--- config.mk ---
export PLATFORM = sky130hd
export DESIGN_NAME = mem_access_ctrl
export DESIGN_NICKNAME = d
export VERILOG_FILES = /design/src/rtl/mem_access_ctrl.sv
export SDC_FILE = /design/constraint.sdc
export NUM_CORES = 1
export LEC_CHECK = 0
export ABC_AREA = 1
export ABC_CLOCK_PERIOD_IN_PS = 2100
export BUFFER_PORTS_ARGS = -buffer_cell sky130_fd_sc_hd__buf_2
export CAP_MARGIN = 10
export CORE_MARGIN = 1.5
export CORE_UTILIZATION = 52
export CTS_CLUSTER_SIZE = 24
export DETAILED_ROUTE_END_ITERATION = 8
export PLACE_DENSITY = 0.86
export SYNTH_ARGS = -nofsm -noshare
export SYNTH_HDL_FRONTEND = slang
export SYNTH_SLANG_ARGS = --single-unit
--- constraint.sdc ---
create_clock -name clk -period 2.1 [get_ports clk]
set_clock_uncertainty 0.1 [all_clocks]
set_input_delay 0.315 -clock clk [delete_from_list [all_inputs] [get_ports clk]]
set_output_delay 0.315 -clock clk [all_outputs]
set_load 0.01 [all_outputs]
--- src/rtl/mem_access_ctrl.sv ---
// mem_access_ctrl
// Sequences one pipeline load/store at a time onto a simple word-wide memory
// responder. Requests are checked for alignment. Store data is replicated
// across the byte lanes with matching strobes. Load data is lane-selected and
// zero- or sign-extended. A bounded wait on mem_dready turns a stuck
// responder into an error response instead of a hang.
//
// Timing seen from the pipeline, with the accept edge taken as edge 0:
//   - aligned access: mem_re/mem_we are high from cycle 1 until the edge where
//     mem_dready is sampled high (edge k). The block sits in RESP during
//     cycle k+1, and resp_valid pulses in cycle k+2.
//   - misaligned access: RESP during cycle 1, and resp_valid pulses in cycle 2.
// Every memory-side and response output comes straight from a flop. The
// response pulse is therefore launched by the RESP state, and it is visible
// in the cycle after RESP.
//
// Handshake: a request transfers on a rising edge where req_valid and
// req_ready are both high. req_ready is high only while idle and no response
// pulse is showing, so at most one request is ever outstanding. The next
// request can transfer no earlier than the edge that ends the cycle after the
// resp_valid pulse. resp_valid has no back-pressure: it is a one-cycle
// strobe, and resp_err/resp_rdata are meaningful only while it is high.
//
// dbg_state exposes the FSM encoding (0 IDLE, 1 READ, 2 WRITE, 3 RESP).

module mem_access_ctrl #(
    parameter int ADDR_W  = 7,
    parameter int TIMEOUT = 15
) (
    input  logic              clk,
    input  logic              rst,
    // pipeline request side
    input  logic              req_valid,
    output logic              req_ready,
    input  logic              req_we,
    input  logic [1:0]        req_size,
    input  logic              req_signed,
    input  logic [ADDR_W+1:0] req_addr,
    input  logic [31:0]       req_wdata,
    // pipeline response side
    output logic              resp_valid,
    output logic              resp_err,
    output logic [31:0]       resp_rdata,
    // memory responder side
    output logic              mem_re,
    output logic [3:0]        mem_we,
    output logic [ADDR_W-1:0] mem_addr,
    output logic [31:0]       mem_din,
    input  logic [31:0]       mem_dout,
    input  logic              mem_dready,
    // debug
    output logic [1:0]        dbg_state
);

    typedef enum logic [1:0] {
        IDLE  = 2'd0,
        READ  = 2'd1,
        WRITE = 2'd2,
        RESP  = 2'd3
    } state_t;

    state_t state;
    state_t next_state;

    // Request fields latched on accept. The address and store data live
    // directly in mem_addr/mem_din.
    logic [1:0]  size_q;
    logic        signed_q;
    logic [1:0]  off_q;

    // Outcome of the access, held in RESP until it is launched onto resp_*.
    logic        err_q;
    logic [31:0] rdata_q;

    // Cycles spent in READ/WRITE with mem_dready low.
    logic [3:0]  wait_cnt;

    // Next-state values for every registered output and datapath flop.
    logic              req_ready_d;
    logic              resp_valid_d;
    logic              resp_err_d;
    logic [31:0]       resp_rdata_d;
    logic              mem_re_d;
    logic [3:0]        mem_we_d;
    logic [ADDR_W-1:0] mem_addr_d;
    logic [31:0]       mem_din_d;
    logic [1:0]        size_d;
    logic              signed_d;
    logic [1:0]        off_d;
    logic              err_d;
    logic [31:0]       rdata_d;
    logic [3:0]        wait_cnt_d;

    // Decoded helpers.
    logic        accept;
    logic [1:0]  req_off;
    logic        misaligned;
    logic        timeout_hit;
    logic [3:0]  store_strobe;
    logic [31:0] store_data;
    logic [7:0]  lane_b;
    logic [15:0] lane_h;
    logic [31:0] load_data;

    assign req_off   = req_addr[1:0];
    assign accept    = req_valid && req_ready;
    assign dbg_state = state;

    // timeout_hit is true in the cycle that would be the TIMEOUT-th cycle
    // without mem_dready. A mem_dready sampled in that same cycle still takes
    // priority in the output logic.
    assign timeout_hit = (wait_cnt == 4'(TIMEOUT - 1));

    // Alignment check: bytes are always legal, halves need an even offset,
    // and words (size 2 or 3) need offset 0.
    always_comb begin
        misaligned = 1'b0;
        case (req_size)
            2'd0:    misaligned = 1'b0;
            2'd1:    misaligned = req_off[0];
            default: misaligned = (req_off != 2'd0);
        endcase
    end

    // Store path: shift the lane strobes to the offset and replicate the
    // data, so the memory can take the enabled lanes from their natural
    // position.
    always_comb begin
        store_strobe = 4'b1111;
        store_data   = req_wdata;
        case (req_size)
            2'd0: begin
                store_strobe = 4'b0001 << req_off;
                store_data   = {4{req_wdata[7:0]}};
            end
            2'd1: begin
                store_strobe = 4'b0011 << req_off;
                store_data   = {2{req_wdata[15:0]}};
            end
            default: begin
                store_strobe = 4'b1111;
                store_data   = req_wdata;
            end
        endcase
    end

    // Load path: pick the addressed lane out of the returned word, then
    // zero- or sign-extend it.
    always_comb begin
        lane_b    = 8'd0;
        lane_h    = 16'd0;
        load_data = 32'd0;
        case (off_q)
            2'd0:    lane_b = mem_dout[7:0];
            2'd1:    lane_b = mem_dout[15:8];
            2'd2:    lane_b = mem_dout[23:16];
            default: lane_b = mem_dout[31:24];
        endcase
        // Halves are always at offset 0 or 2 once they get this far.
        lane_h = off_q[1] ? mem_dout[31:16] : mem_dout[15:0];
        case (size_q)
            2'd0:    load_data = {{24{signed_q & lane_b[7]}}, lane_b};
            2'd1:    load_data = {{16{signed_q & lane_h[15]}}, lane_h};
            default: load_data = mem_dout;
        endcase
    end

    // FSM state register.
    always_ff @(posedge clk or negedge rst) begin
        if (!rst) begin
            state <= IDLE;
        end else begin
            state <= next_state;
        end
    end

    // FSM next-state logic. mem_dready is looked at only in READ/WRITE.
    always_comb begin
        next_state = state;
        case (state)
            IDLE: begin
                if (accept) begin
                    if (misaligned) begin
                        next_state = RESP;
                    end else if (req_we) begin
                        next_state = WRITE;
                    end else begin
                        next_state = READ;
                    end
                end
            end
            READ, WRITE: begin
                if (mem_dready || timeout_hit) begin
                    next_state = RESP;
                end
            end
            RESP:    next_state = IDLE;
            default: next_state = IDLE;
        endcase
    end

    // FSM output logic: next values for the registered outputs and the
    // latched request and outcome. Memory strobes hold their value unless
    // they are explicitly changed.
    always_comb begin
        req_ready_d  = req_ready;
        resp_valid_d = 1'b0;
        resp_err_d   = 1'b0;
        resp_rdata_d = 32'd0;
        mem_re_d     = mem_re;
        mem_we_d     = mem_we;
        mem_addr_d   = mem_addr;
        mem_din_d    = mem_din;
        size_d       = size_q;
        signed_d     = signed_q;
        off_d        = off_q;
        err_d        = err_q;
        rdata_d      = rdata_q;
        wait_cnt_d   = wait_cnt;
        case (state)
            IDLE: begin
                // While the response pulse is showing (first IDLE cycle),
                // req_ready is still low, so nothing can be accepted then.
                // After that cycle, req_ready rises.
                req_ready_d = 1'b1;
                if (accept) begin
                    req_ready_d = 1'b0;
                    size_d      = req_size;
                    signed_d    = req_signed;
                    off_d       = req_off;
                    wait_cnt_d  = 4'd0;
                    err_d       = misaligned;
                    rdata_d     = 32'd0;
                    if (!misaligned) begin
                        mem_addr_d = req_addr[ADDR_W+1:2];
                        if (req_we) begin
                            mem_we_d  = store_strobe;
                            mem_din_d = store_data;
                        end else begin
                            mem_re_d  = 1'b1;
                        end
                    end
                end
            end
            READ, WRITE: begin
                if (mem_dready) begin
                    mem_re_d = 1'b0;
                    mem_we_d = 4'd0;
                    err_d    = 1'b0;
                    rdata_d  = (state == READ) ? load_data : 32'd0;
                end else if (timeout_hit) begin
                    mem_re_d = 1'b0;
                    mem_we_d = 4'd0;
                    err_d    = 1'b1;
                    rdata_d  = 32'd0;
                end else begin
                    wait_cnt_d = wait_cnt + 4'd1;
                end
            end
            RESP: begin
                req_ready_d  = 1'b0;
                resp_valid_d = 1'b1;
                resp_err_d   = err_q;
                resp_rdata_d = rdata_q;
            end
            default: begin
                req_ready_d = 1'b0;
            end
        endcase
    end

    // Output and datapath registers. Reset forces everything idle at once,
    // even in the middle of an access.
    always_ff @(posedge clk or negedge rst) begin
        if (!rst) begin
            req_ready  <= 1'b1;
            resp_valid <= 1'b0;
            resp_err   <= 1'b0;
            resp_rdata <= 32'd0;
            mem_re     <= 1'b0;
            mem_we     <= 4'd0;
            mem_addr   <= '0;
            mem_din    <= 32'd0;
            size_q     <= 2'd0;
            signed_q   <= 1'b0;
            off_q      <= 2'd0;
            err_q      <= 1'b0;
            rdata_q    <= 32'd0;
            wait_cnt   <= 4'd0;
        end else begin
            req_ready  <= req_ready_d;
            resp_valid <= resp_valid_d;
            resp_err   <= resp_err_d;
            resp_rdata <= resp_rdata_d;
            mem_re     <= mem_re_d;
            mem_we     <= mem_we_d;
            mem_addr   <= mem_addr_d;
            mem_din    <= mem_din_d;
            size_q     <= size_d;
            signed_q   <= signed_d;
            off_q      <= off_d;
            err_q      <= err_d;
            rdata_q    <= rdata_d;
            wait_cnt   <= wait_cnt_d;
        end
    end

endmodule

==> results of run 1 <==
per-stage QoR:
| stage | total power, mW | setup slack (ns) | utilization (%) |
|---|---|---|---|
| after detailed placement | 6.76 | 0.142 | 61.5 |
| after CTS | 9.76 | 0.0927 | 70.1 |
| after floorplan | 5.63 | 0.243 | - |
| final | 9.81 | 0.147 | 70.2 |
| after global placement | 6.66 | 0.202 | 61.5 |
| after global routing | 10.4 | 0.00323 | 70.2 |
tightest hold or removal path, cell delays in order:
cell and delay [ns]:
buf_2 0.10, a21oi_1 0.07, o21ai_1 0.11
layout make-up:
cell class	instances	share of cell area (%)
multi-input combinational	493	29.0
tap	140	2.31
clock buffer	18	5.52
timing repair buffer	208	16.8
clock inverter	14	2.26
sequential	123	40.7
inverter	69	3.45
Yosys cell counts, types with 3 or more instances:
| cell | number |
|---|---|
| nand3_1 | 21 |
| o21ai_2 | 5 |
| o22ai_1 | 7 |
| ha_1 | 5 |
| o21ai_0 | 45 |
| buf_4 | 4 |
| o21ai_1 | 17 |
| buf_6 | 7 |
| nand3_2 | 3 |
| dfrtp_1 | 122 |
| inv_1 | 66 |
| or2_2 | 8 |
| nand2_2 | 3 |
| buf_2 | 5 |
| nor2_1 | 55 |
| nand2_1 | 286 |
| clkbuf_1 | 14 |
| a21oi_1 | 28 |
metal layers:
layer / share of wire [%] / GRT usage [%]
met5: 0 / 0
met4: 3.1 / 13.7
met3: 8.9 / 6.84
met2: 49 / 46.7
met1: 39 / 34.5
state kept, by name, summed over array words and instances, names as in the netlist, 2 cells and up:
| register | flops |
|---|---|
| mem_we | 4 |
| off_q | 2 |
| mem_din | 32 |
| size_q | 2 |
| rdata_q | 32 |
| mem_addr | 7 |
| wait_cnt | 4 |
| resp_rdata | 32 |
| dbg_state | 2 |
report_power, final:
part | switching, mW | internal [mW]
clock | 1.09 | 1.81
combinational | 2.23 | 1.22
sequential | 0.439 | 3.02
final timing paths:
| check | to | slack, ns | cells after the start | from |
|---|---|---|---|---|
| worst max-delay path | rdata_q[8] | 0.15 | 10 | dbg_state[0] |
| worst min-delay path | mem_din[11] | 0.02 | 3 | req_wdata[11] |
| worst max register to register | rdata_q[8] | 0.15 | 10 | dbg_state[0] |
| worst min register to register | resp_rdata[0] | 0.36 | 2 | rdata_q[0] |
| max in group asynchronous | mem_din[28] | 1.11 | 3 | rst |
| min in group asynchronous | resp_err | 0.28 | 3 | rst |
logic make-up (layout without fill, tap and decap cells):
kind of cell | after synthesis | count (layout) | share of synthesized area (%)
compound gates | 105 | 105 | 9.83
flops | 123 | 123 | 53.9
xor+xnor | 2 | 2 | 0.307
fa+ha+maj | 5 | 5 | 1.10
simple gates | 381 | 381 | 27.0
buf+inv | 99 | 309 | 7.84
what timing repair did:
action,in CTS,in global routing
endpoints found under the setup margin,0,31
gates resized for setup,0,3
hold buffers,34,0
hold endpoints to repair,155,0
==> metrics.cfg, run 1 <==
[synthesis]
ys.flop_type=dfrtp_1
synth_cell_types=29
yosysWarningCount=0
synth_edf_count=0
yosysSeqAreaShare_pct=53.9
synth_top_cell_area_share_pct=53.4
syn_avg_cell_area_um2=7.99
syn_inst=715
synthesis.area_um2=5710
synth_fp_nets=801
synth.top_cells.by_area=dfrtp_1, nand2_1, inv_1, o21ai_0, nor2_1
yosys_register_bits=123
yosysTopAreaCell=dfrtp_1
async_flop_share_pct=100

[finish]
fin_area_um2=7570
stdcell_count=1065
mostFrequentLayoutCell=nand2_1
final_nets=998
multi_input_area_um2=2200
area_growth_pct=32.6
n_antenna_cell=0
final-seq-area_um2=3080
fill_cells=795
drive_gt1_share_pct=25.3
layout_common_cells=nand2_1, buf_2, dfrtp_1

[die]
die_y_um=108
coreArea_um2=10800
die-area_um2=11600
rows=38
start_util_pct=52.9
fp.dieW_um=108
io_pins=162

[critical_path]
max_stage_delay_ns=0.40
critPathMaxFanout=24
cpMostUsedCell=nand2_1
path_buf_inv=2
worstPathArrival_ns=2.30
start_kind=flop
cp_slowest_cell=dfrtp_1
cp_top_family=simple AND/OR/NAND/NOR gates
crit_required_ns=2.45
worst-setup-path-type=flop to flop
crit_chain=inv_1 > ha_2 > nand2_1 > nand2_1 > nand2_2 > inv_4 > nand2_4 > nor2_1 > nand2_1 > nand2_1
end_kind=flop

[drt]
vias=5472
drc=0
drt_iter0_drc=375
final_antenna_net_count=0
drt-total-wl_mm=15.6
viasPerCell=5.14
dr.pass1.iters=7
avgRoutedWirePerCell_um=14.6

[global_routing]
track_usage_pct=28.2
overflow=0
grt_pass1_wl_mm=25.2
grt_max_degree=77
antenna_found_initial=0
grt_pass1_vias=5255

[timing]
tightest_slew_ns=0.631
min_period_over_period_pct=93.0
min_period_ns=1.95
hold_ws_ns=0.0232
rsz0062_at_grt=no
fin_tns_setup_ns=0
relSlewSlack_pct=58.0
finalMaxSlewViolations=0
finalSetupViolCount=0
finalHoldViolations=0
fmax_mhz=512

[job]
cap_violations=0

[placed_design]
hpwlAfterDp_mm=10.1
dp.cells=999
numPortBuffers=161
place_area_um2=6630
place_congestion=0.895

[outcome]
outcome=finished, final reports clean

[cts]
postCtsSetupRepairBufs=0
cts_root_buffer=clkbuf_8
cts_tree=yes
clk_latency_ns=0.52
cts_htree_levels=4
cts_inserted_buffers=17
cts.sinks=123
cts.path.max_buffers=2
clk_pin_slew_ns=0.06

[pwr]
leakage_nw=4.54
irDropWorstVdd_mv=0.769
pwr_density_cell_nw_per_um2=1290

[min_path]
holdCritPathClass=primary input to flop

Power figures use the tool's default switching activity.
==> inputs of run 2 (changes only) <==
--- a/config.mk
+++ b/config.mk
@@ -7,13 +7,13 @@
 export LEC_CHECK = 0
 export ABC_AREA = 1
 export ABC_CLOCK_PERIOD_IN_PS = 2100
-export BUFFER_PORTS_ARGS = -buffer_cell sky130_fd_sc_hd__buf_2
 export CAP_MARGIN = 10
 export CORE_MARGIN = 1.5
-export CORE_UTILIZATION = 52
+export CORE_UTILIZATION = 63
 export CTS_CLUSTER_SIZE = 24
 export DETAILED_ROUTE_END_ITERATION = 8
-export PLACE_DENSITY = 0.86
+export DONT_BUFFER_PORTS = 1
+export PLACE_DENSITY = 0.85
 export SYNTH_ARGS = -nofsm -noshare
 export SYNTH_HDL_FRONTEND = slang
 export SYNTH_SLANG_ARGS = --single-unit
==> run 2 against run 1 <==
Effect of this change: the flow now finishes with violations (negative hold slack); sequential share of layout area is 2.4 points higher; maximum frequency is 2.0% lower; utilization is 11 points higher; die area is 17% lower; final area is 5.5% lower; worst setup slack worse by 0.041 ns; critical path type unchanged.
==> metrics.cfg, run 2 (synthesized netlist as in run 1, its figures left out) <==
[finish]
final_nets=880  ; -12%
fin_util_pct=81.7  ; +11 points
mostFrequentLayoutCell=nand2_1
drive_gt1_share_pct=8.67  ; -17 points
fill_cells=525  ; -34%
largestRegisters=mem_din (32), rdata_q (32), resp_rdata (32)
layout_common_cells=nand2_1, dfrtp_1, dlygate4sd3_1
n_antenna_cell=0  ; unchanged
stdcell_count=915  ; -14%
fin_area_um2=7160  ; -5.5%
area_growth_pct=25.3

[cts]
cts.hold.buffers_added=81  ; +140%
cts.sinks=123  ; unchanged
cts_inserted_buffers=17  ; unchanged
cts.path.max_buffers=2  ; unchanged
cts_root_buffer=clkbuf_8
cts_tree=yes
postCtsSetupRepairBufs=0  ; unchanged
clk_latency_ns=0.51  ; about the same
clk_pin_slew_ns=0.06  ; about the same
cts_htree_levels=4  ; unchanged

[timing]
finalSetupViolCount=0  ; unchanged
finalMaxSlewViolations=0  ; unchanged
hold_ws_ns=-0.604  ; -0.628 ns
min_period_over_period_pct=94.9  ; +1.9 points
rsz0062_at_grt=no
min_period_ns=1.99  ; +0.0405 ns
fmax_mhz=502  ; -2.0%
finalHoldViolations=123  ; +123
layout_setup_ws_ns=0.106  ; -0.0405 ns
tightest_slew_ns=1.07  ; +0.436 ns
relSlewSlack_pct=28.9  ; -29 points
fin_tns_setup_ns=0  ; unchanged

[critical_path]
max_stage_delay_ns=0.43  ; +0.03 ns
cp_top_family=simple AND/OR/NAND/NOR gates
crit_chain=inv_1 > ha_4 > nand3_4 > nor2_8 > nand2_2 > buf_12 > nand2_1 > o21ai_1
worstPathArrival_ns=2.28  ; -0.02 ns
critPathMaxFanout=51  ; +110%
end_kind=flop
cp_slowest_cell=dfrtp_1
worst-setup-path-type=flop to flop
crit_required_ns=2.39  ; -0.06 ns
start_kind=flop
path_buf_inv=2  ; unchanged

[die]
coreArea_um2=8760  ; -19%
start_util_pct=65.2  ; +12 points
die-area_um2=9650  ; -17%
io_pins=162  ; unchanged
rows=34  ; -11%
fp.dieW_um=98.2  ; -8.9%
die_y_um=98.2  ; -8.9%

[drt]
drt-total-wl_mm=16.0  ; +2.7%
drc=0  ; unchanged
avgRoutedWirePerCell_um=17.5  ; +19%
final_antenna_net_count=0  ; unchanged
drt_iter0_drc=388  ; +3.5%
viasPerCell=5.76  ; +12%
vias=5266  ; -3.8%
dr.pass1.iters=5  ; -2

[placed_design]
dp.cells=802  ; -20%
hpwlAfterDp_mm=9.18  ; -9.4%
place_area_um2=5740  ; -13%
preCtsSetupSlack_ns=-0.0339  ; -0.176 ns
numPortBuffers=0  ; -100%
place_congestion=0.870  ; -2.7%

[global_routing]
overflow=0  ; unchanged
grt_pass1_vias=5351  ; +1.8%
antenna_found_initial=0  ; unchanged
grt_max_degree=124  ; +61%
track_usage_pct=34.1  ; +5.9 points
grt_pass1_wl_mm=25.7  ; +2.0%

[job]
cap_violations=0  ; unchanged

[pwr]
irDropWorstVdd_mv=0.825  ; +7.3%
pwr_density_cell_nw_per_um2=1320  ; +2.2%
leakage_nw=3.95  ; -13%
finalPower_mw=9.47  ; -3.4%

[outcome]
outcome=finished with violations
failed_checks=negative hold slack

[min_path]
holdCritPathClass=primary input to async pin

==> run 2: cell types whose count changed in the layout (fill, tap and decap cells not counted), sizes merged <==
cell	change
buf	-165
dlymetal6s4s	+1
clkinv	-2
bufinv	-1
dlygate4sd3	+46
clkinvlp	+3
==> run 2: report_power, final <==
group	switching, mW	total, mW	internal, mW
logic	1.93	2.97	1.04
registers	0.711	3.73	3.02
clock network	1.08	2.77	1.69
==> run 2: layer usage <==
| layer | share of wire, % | track usage [%] | up-vias | wire length, um |
|---|---|---|---|---|
| li1 | - | - | 2382 | - |
| met1 | 36 | 40.2 | 2487 | 5810 |
| met2 | 50 | 57.2 | 330 | 8010 |
| met3 | 10 | 10.3 | 67 | 1590 |
| met4 | 3.5 | 16.5 | 0 | 562 |
| met5 | 0 | 0 | - | 0 |
==> run 2: area by class of cell <==
type	count	area [um^2]	share of cell area, %
clock buffer	18	418	5.84
timing repair buffer	90	893	12.5
tap	108	135	1.89
multi-input combinational	493	2220	31.1
inverter	69	262	3.65
clock inverter	14	146	2.05
sequential	123	3080	43.0
==> run 2: path summary, 6_finish.rpt <==
| path | cells after the start | end | start | slack (ns) |
|---|---|---|---|---|
| max | 8 | mem_din[15] | dbg_state[1] | 0.11 |
| min | 0 | rdata_q[31] | rst | -0.60 |
| max reg2reg | 8 | mem_din[15] | dbg_state[1] | 0.11 |
| min reg2reg | 2 | resp_rdata[5] | rdata_q[5] | 0.37 |
| max in group asynchronous | 0 | req_ready | rst | 2.33 |
| min in group clk | 4 | rdata_q[3] | mem_dout[3] | 0.02 |
==> run 2: repair_timing <==
item | CTS | global route
endpoints found under the hold margin | 202 | 123
gates resized for setup | 3 | 4
endpoints found under the setup margin | 40 | 45
